===== src/rtl/sr_cmd_ctrl_pkg.sv =====
// Shared types for the SR latch command controller: FSM states, command codes,
// latch drive encodings and the set/clear collision arbiter.
package sr_cmd_pkg;

  typedef enum logic [1:0] {IDLE, SET_P, CLR_P, GAP} state_t;
  typedef enum logic [1:0] {CMD_NONE, CMD_SET, CMD_CLR} cmd_t;

  localparam logic [1:0] SR_HOLD = 2'b00;
  localparam logic [1:0] SR_CLR  = 2'b01;
  localparam logic [1:0] SR_SET  = 2'b10;

  function automatic cmd_t arbitrate(input logic set_stb, input logic clr_stb,
                                     input logic clr_prio);
    cmd_t cmd;
    cmd = CMD_NONE;
    if (set_stb && clr_stb) cmd = clr_prio ? CMD_CLR : CMD_SET;
    else if (set_stb)       cmd = CMD_SET;
    else if (clr_stb)       cmd = CMD_CLR;
    return cmd;
  endfunction

endpackage


===== src/rtl/sr_cmd_ctrl_if.sv =====
// Request/drive bundle between the request source and the SR latch controller.
interface sr_cmd_ctrl_if;
  logic set_req;
  logic clr_req;
  logic s;
  logic r;
  logic en;
  logic busy;
  logic conflict;
  logic q_exp;

  modport master (output set_req, clr_req,
                  input  s, r, en, busy, conflict, q_exp);
  modport slave  (input  set_req, clr_req,
                  output s, r, en, busy, conflict, q_exp);
endinterface


===== src/rtl/sr_cmd_ctrl_debounce.sv =====
// One request lane: 2-flop synchroniser, debounce counter and a registered
// one-cycle strobe on the debounced rising edge.
module sr_debounce #(
  parameter int unsigned DEB_CYC = 4
) (
  input  logic clk,
  input  logic rst,
  input  logic i_async,
  output logic o_rise
);

  localparam int unsigned    CW       = $clog2(DEB_CYC + 1);
  localparam logic [CW-1:0]  CNT_LAST = CW'(DEB_CYC - 1);

  logic          r_sync1;
  logic          r_sync2;
  logic          r_level;
  logic          r_level_q;
  logic          r_rise;
  logic [CW-1:0] r_cnt;

  always_ff @(posedge clk or posedge rst) begin
    if (rst) begin
      r_sync1   <= 1'b0;
      r_sync2   <= 1'b0;
      r_level   <= 1'b0;
      r_level_q <= 1'b0;
      r_rise    <= 1'b0;
      r_cnt     <= '0;
    end else begin
      r_sync1   <= i_async;
      r_sync2   <= r_sync1;
      r_level_q <= r_level;
      r_rise    <= r_level & ~r_level_q;
      // r_cnt counts consecutive disagreeing samples; any agreement restarts it
      if (r_sync2 == r_level) begin
        r_cnt <= '0;
      end else if (r_cnt == CNT_LAST) begin
        r_level <= r_sync2;
        r_cnt   <= '0;
      end else begin
        r_cnt <= r_cnt + 1'b1;
      end
    end
  end

  assign o_rise = r_rise;

endmodule


===== src/rtl/sr_cmd_ctrl.sv =====
// SR latch command controller: debounced set/clear strobes are arbitrated, held in a
// one-deep pending slot and played out as fixed-width, mutually exclusive s/r pulses.
module sr_cmd_ctrl
  import sr_cmd_pkg::*;
#(
  parameter int unsigned DEB_CYC      = 4,
  parameter int unsigned PULSE_CYC    = 2,
  parameter int unsigned GAP_CYC      = 1,
  parameter bit          CLR_PRIORITY = 1'b1
) (
  input logic          clk,
  input logic          rst,
  sr_cmd_ctrl_if.slave bus
);

  localparam int unsigned   CMAX     = (PULSE_CYC > GAP_CYC) ? PULSE_CYC : GAP_CYC;
  localparam int unsigned   CW       = $clog2(CMAX + 1);
  localparam logic [CW-1:0] PULSE_LD = CW'(PULSE_CYC - 1);
  localparam logic [CW-1:0] GAP_LD   = CW'((GAP_CYC > 0) ? GAP_CYC - 1 : 0);

  logic          w_set_stb;
  logic          w_clr_stb;
  cmd_t          w_new_cmd;
  cmd_t          w_go_cmd;
  logic          w_go;
  state_t        r_state;
  state_t        w_state_nxt;
  cmd_t          r_pend;
  cmd_t          w_pend_nxt;
  logic [CW-1:0] r_cnt;
  logic [CW-1:0] w_cnt_nxt;
  logic [1:0]    r_sr;
  logic [1:0]    w_sr_nxt;
  logic          r_q_exp;
  logic          w_q_exp_nxt;
  logic          r_en;
  logic          r_busy;
  logic          r_conflict;

  sr_debounce #(.DEB_CYC(DEB_CYC)) u_deb_set (
    .clk(clk), .rst(rst), .i_async(bus.set_req), .o_rise(w_set_stb)
  );

  sr_debounce #(.DEB_CYC(DEB_CYC)) u_deb_clr (
    .clk(clk), .rst(rst), .i_async(bus.clr_req), .o_rise(w_clr_stb)
  );

  assign w_new_cmd = arbitrate(w_set_stb, w_clr_stb, CLR_PRIORITY);

  always_comb begin
    w_state_nxt = r_state;
    w_cnt_nxt   = r_cnt;
    w_pend_nxt  = r_pend;
    w_q_exp_nxt = r_q_exp;
    w_go        = 1'b0;
    w_go_cmd    = (w_new_cmd != CMD_NONE) ? w_new_cmd : r_pend;
    w_sr_nxt    = SR_HOLD;

    unique case (r_state)
      IDLE: w_go = (w_go_cmd != CMD_NONE);
      SET_P, CLR_P: begin
        if (w_new_cmd != CMD_NONE) w_pend_nxt = w_new_cmd;
        if (r_cnt != '0) begin
          w_cnt_nxt = r_cnt - 1'b1;
        end else if (GAP_CYC > 0) begin
          w_state_nxt = GAP;
          w_cnt_nxt   = GAP_LD;
        end else begin
          w_state_nxt = IDLE;
        end
      end
      GAP: begin
        if (r_cnt != '0) begin
          w_cnt_nxt = r_cnt - 1'b1;
          if (w_new_cmd != CMD_NONE) w_pend_nxt = w_new_cmd;
        end else if (w_go_cmd != CMD_NONE) begin
          w_go = 1'b1;
        end else begin
          w_state_nxt = IDLE;
        end
      end
      default: w_state_nxt = IDLE;
    endcase

    // A launch from IDLE or the last GAP cycle consumes the pending slot
    if (w_go) begin
      w_state_nxt = (w_go_cmd == CMD_SET) ? SET_P : CLR_P;
      w_q_exp_nxt = (w_go_cmd == CMD_SET);
      w_cnt_nxt   = PULSE_LD;
      w_pend_nxt  = CMD_NONE;
    end

    unique case (w_state_nxt)
      SET_P:   w_sr_nxt = SR_SET;
      CLR_P:   w_sr_nxt = SR_CLR;
      default: w_sr_nxt = SR_HOLD;
    endcase
  end

  always_ff @(posedge clk or posedge rst) begin
    if (rst) begin
      r_state    <= IDLE;
      r_cnt      <= '0;
      r_pend     <= CMD_NONE;
      r_sr       <= SR_HOLD;
      r_q_exp    <= 1'b0;
      r_en       <= 1'b0;
      r_busy     <= 1'b0;
      r_conflict <= 1'b0;
    end else begin
      r_state    <= w_state_nxt;
      r_cnt      <= w_cnt_nxt;
      r_pend     <= w_pend_nxt;
      r_sr       <= w_sr_nxt;
      r_q_exp    <= w_q_exp_nxt;
      r_en       <= 1'b1;
      r_busy     <= (w_state_nxt != IDLE);
      r_conflict <= w_set_stb & w_clr_stb;
    end
  end

  assign bus.s        = r_sr[1];
  assign bus.r        = r_sr[0];
  assign bus.en       = r_en;
  assign bus.busy     = r_busy;
  assign bus.conflict = r_conflict;
  assign bus.q_exp    = r_q_exp;

endmodule


===== src/flat_wrapper.sv =====
// flat-port wrapper written by rule: the top's interface ports become plain ports
module sr_cmd_ctrl_flat import sr_cmd_pkg::*;
#(
  parameter int unsigned DEB_CYC      = 4,
  parameter int unsigned PULSE_CYC    = 2,
  parameter int unsigned GAP_CYC      = 1,
  parameter bit          CLR_PRIORITY = 1'b1
)
  (clk, rst, bus_set_req, bus_clr_req, bus_s, bus_r, bus_en, bus_busy, bus_conflict, bus_q_exp);
  sr_cmd_ctrl_if bus_i ();
  input logic clk;
  input logic rst;
  input wire logic [$bits(bus_i.set_req)-1:0] bus_set_req;
  input wire logic [$bits(bus_i.clr_req)-1:0] bus_clr_req;
  output wire logic [$bits(bus_i.s)-1:0] bus_s;
  output wire logic [$bits(bus_i.r)-1:0] bus_r;
  output wire logic [$bits(bus_i.en)-1:0] bus_en;
  output wire logic [$bits(bus_i.busy)-1:0] bus_busy;
  output wire logic [$bits(bus_i.conflict)-1:0] bus_conflict;
  output wire logic [$bits(bus_i.q_exp)-1:0] bus_q_exp;
  assign bus_i.set_req = bus_set_req;
  assign bus_i.clr_req = bus_clr_req;
  assign bus_s = bus_i.s;
  assign bus_r = bus_i.r;
  assign bus_en = bus_i.en;
  assign bus_busy = bus_i.busy;
  assign bus_conflict = bus_i.conflict;
  assign bus_q_exp = bus_i.q_exp;
  sr_cmd_ctrl #(.DEB_CYC(DEB_CYC), .PULSE_CYC(PULSE_CYC), .GAP_CYC(GAP_CYC), .CLR_PRIORITY(CLR_PRIORITY)) u_core (.clk(clk), .rst(rst), .bus(bus_i));
endmodule

===== config.mk =====
export PLATFORM = sky130hd
export DESIGN_NAME = sr_cmd_ctrl_flat
export DESIGN_NICKNAME = d
export VERILOG_FILES = /design/src/rtl/sr_cmd_ctrl_pkg.sv /design/src/rtl/sr_cmd_ctrl_if.sv /design/src/rtl/sr_cmd_ctrl_debounce.sv /design/src/rtl/sr_cmd_ctrl.sv /design/src/flat_wrapper.sv
export SDC_FILE = /design/constraint.sdc
export NUM_CORES = 1
export LEC_CHECK = 0
export CAP_MARGIN = 40
export CELL_PAD_IN_SITES_DETAIL_PLACEMENT = 2
export CELL_PAD_IN_SITES_GLOBAL_PLACEMENT = 2
export CORE_ASPECT_RATIO = 1.75
export CORE_MARGIN = 2
export CORE_UTILIZATION = 41
export CTS_CLUSTER_SIZE = 16
export DETAILED_ROUTE_END_ITERATION = 10
export PLACE_DENSITY = 0.88
export SETUP_SLACK_MARGIN = 0.05
export SYNTH_ARGS = -nofsm -noshare
export SYNTH_HDL_FRONTEND = slang
export SYNTH_SLANG_ARGS = --single-unit
export TNS_END_PERCENT = 100

===== constraint.sdc =====
create_clock -name clk -period 2.5 [get_ports clk]
set_input_delay 0.5 -clock clk [delete_from_list [all_inputs] [get_ports clk]]
set_output_delay 0.5 -clock clk [all_outputs]
set_load 0.01 [all_outputs]

==> flow_metrics.env <==
export IMPL_clock_sinks=28
export IMPL_netlist_instances=89
export IMPL_netlist_area_sq_um=1140
export IMPL_core_area_sq_um=2690
export IMPL_synth_edf_count=0
export IMPL_yosysWarnings=0
export IMPL_maxSlewHeadroom_pct=63.7
export IMPL_busiest_layer="met2"
export IMPL_fin_tns_setup_ns=0
export IMPL_postRouteAntennaNets=0
export IMPL_die_area_sq_um=3240
export IMPL_final_nets=113
export IMPL_drive_above_1_share_pct=11.8
export IMPL_cp_required_ns=2.67
export IMPL_overflow=0
export IMPL_drv_cap=0
export IMPL_dp_final_hpwl_mm=1.70
export IMPL_crit_path_max_fanout=5
export IMPL_setup_violations=0
export IMPL_grt_max_degree=29
export IMPL_rsz0062_at_grt="false"
export IMPL_wirelength_mm=2.23
export IMPL_die_w_um=43.9
export IMPL_critPathCaptureType="flop"
export IMPL_area_growth_syn_to_layout_pct=15.1
export IMPL_startpoint_type="flop"
export IMPL_worstSkewPairLatency_ns=0.28
export IMPL_boundaryPins=10
export IMPL_worstPathArrival_ns=2.08
export IMPL_fillers=280
export IMPL_maxSlewViolCount=0
export IMPL_place_congestion=0.737
export IMPL_async_reset_ff_share_pct=100
export IMPL_hold_path_class="flop to flop"
export IMPL_whs_ns=0.364
export IMPL_die_y_um=73.9
export IMPL_io_buffers=9
export IMPL_clock_root_buffer="clkbuf_8"
export IMPL_avgRoutedWirePerCell_um=17.3
export IMPL_fin_ws_ns=0.595
export IMPL_cts_tree="done"
export IMPL_post_place_ws_ns=0.613
export IMPL_grt_use_met3_pct=2.46
export IMPL_htreeDepth=1
export IMPL_p_total_mw=1.76
export IMPL_clk_pin_slew_ns=0.09
export IMPL_fmax_mhz=525
export IMPL_drc_errors=0
export IMPL_hold_viol=0
export IMPL_numCtsBuffers=3
export IMPL_clock_skew_ns=0.00738
export IMPL_grt_util_met1_pct=18.3
export IMPL_synth_fp_nets=98
export IMPL_utilization_pct=48.9
export IMPL_grt_antenna_before_repair=0
export IMPL_grt_pass1_wl_mm=3.95
export IMPL_p_per_area_nw_per_um2=1340
export IMPL_ctsResizeCount=0
export IMPL_grt_use_met2_pct=30.6
export IMPL_min_period_ns=1.90
export IMPL_ir_drop_mv=0.526
export IMPL_synth_top_cells_by_count="28 x dfrtp_1, 6 x nand2_1"
export IMPL_period_share_pct=76.2
export IMPL_yosysMostFrequentCell="dfrtp_1"
export IMPL_vias_per_cell=5.53
export IMPL_synth_top_cell_by_area="dfrtp_1"
export IMPL_ys_seq_area_share_pct=61.3
export IMPL_tightestPinTransition_ns=0.541
export IMPL_initial_utilization_pct=42.5
export IMPL_via_count=714
export IMPL_synth_area_leaders="dfrtp_1 61%, ha_1 5.5%, nor3b_1 3.3%"
export IMPL_status="finished clean"
export IMPL_crit_type="flop to flop"
export IMPL_ys_seq_elements=28
export IMPL_synthDistinctLibCells=29
export IMPL_synth_area_per_cell_sq_um=12.8
export IMPL_grt_pass1_vias=835
export IMPL_synth_top_area_share_pct=61.3
export IMPL_num_antenna_cells=0
export IMPL_cts_hold_buf=0
export IMPL_cts_setup_buffers=0
export IMPL_ys_flop_type="dfrtp_1"
export IMPL_drtIter0Drc=5
export IMPL_track_usage_pct=17.6
export IMPL_firstDrtPassIters=3
export IMPL_clk_path_buf_depth=2
export IMPL_core_rowCount=25
export IMPL_p_leak_nw=0.631
-- area by class of cell --
| type | count | area (sq um) | share of cell area [%] |
|---|---|---|---|
| clock buffer | 3 | 41.3 | 3.14 |
| timing repair buffer | 10 | 97.6 | 7.41 |
| tap | 27 | 33.8 | 2.57 |
| inverter | 5 | 18.8 | 1.43 |
| sequential | 28 | 701 | 53.2 |
| multi-input combinational | 56 | 424 | 32.2 |
-- final timing paths --
path	startpoint	end	slack, ns	cells after the start
min reg2reg	u_core.u_deb_set.r_sync1	u_core.u_deb_set.r_sync2	0.36	0
min	u_core.u_deb_set.r_sync1	u_core.u_deb_set.r_sync2	0.36	0
max reg2reg	u_core.r_state[1]	u_core.r_sr[0]	0.60	6
max in group asynchronous	rst	u_core.u_deb_clr.o_rise	1.66	3
max	u_core.r_state[1]	u_core.r_sr[0]	0.60	6
min in group asynchronous	rst	u_core.r_cnt[1]	0.58	3
-- power breakdown --
part	total, mW	internal (mW)	switching, mW
logic	0.814	0.364	0.450
clock network	0.243	0.109	0.135
registers	0.701	0.605	0.0963
-- registers in the layout, summed over array words and instances, names as in the netlist, 2 cells and up --
| register | flops |
|---|---|
| u_core.r_cnt | 2 |
| u_core.r_pend | 2 |
| u_core.r_sr | 2 |
| u_core.r_state | 2 |
| u_core.u_deb_clr.r_cnt | 3 |
| u_core.u_deb_set.r_cnt | 3 |
-- cell families (layout without fill, tap and decap cells) --
logic type | after synthesis | count (layout) | share of synthesized area [%]
AOI/OAI and AO/OA | 14 | 14 | 11.6
xor gates and xnor gates | 2 | 2 | 1.53
adders and majority gates | 5 | 5 | 5.47
buffers and inverters | 5 | 18 | 1.64
DFF | 28 | 28 | 61.3
muxes | 2 | 2 | 1.97
other | 1 | 1 | 0.328
and+or+nand+nor | 32 | 32 | 16.2
-- per-layer routing --
metal / wire length (um) / up-vias
met5: 0 / -
met4: 76 / 0
met3: 40 / 5
met2: 1280 / 11
met1: 832 / 363
li1: - / 335
-- worst max-delay path: stages (launching register included) --
cell and delay, ns:
dfrtp_1 0.39, inv_1 0.09, ha_1 0.36, inv_1 0.13, o21ai_0 0.19, or3_1 0.48
o311a_1 0.16
-- cells in the final DEF, fill, tap and decap left out, types with 3 or more instances in the layout --
cell             netlist  layout
dfrtp_1               28      28
clkdlybuf4s50_1        0       9
nand2_1                6       6
inv_1                  5       5
nor3b_1                5       5
nor3_1                 5       5
ha_1                   5       5
nor2b_1                4       4
nor2_1                 4       4
clkbuf_8               0       3
-- through the flow --
stage	cell area [sq um]	instances
after detailed placement	1270	126
after floorplan	1140	89
after global placement	1270	126
after global routing	1320	129
final	1320	129
after CTS	1320	129
Note: power is estimated with default switching activity, not from simulation.
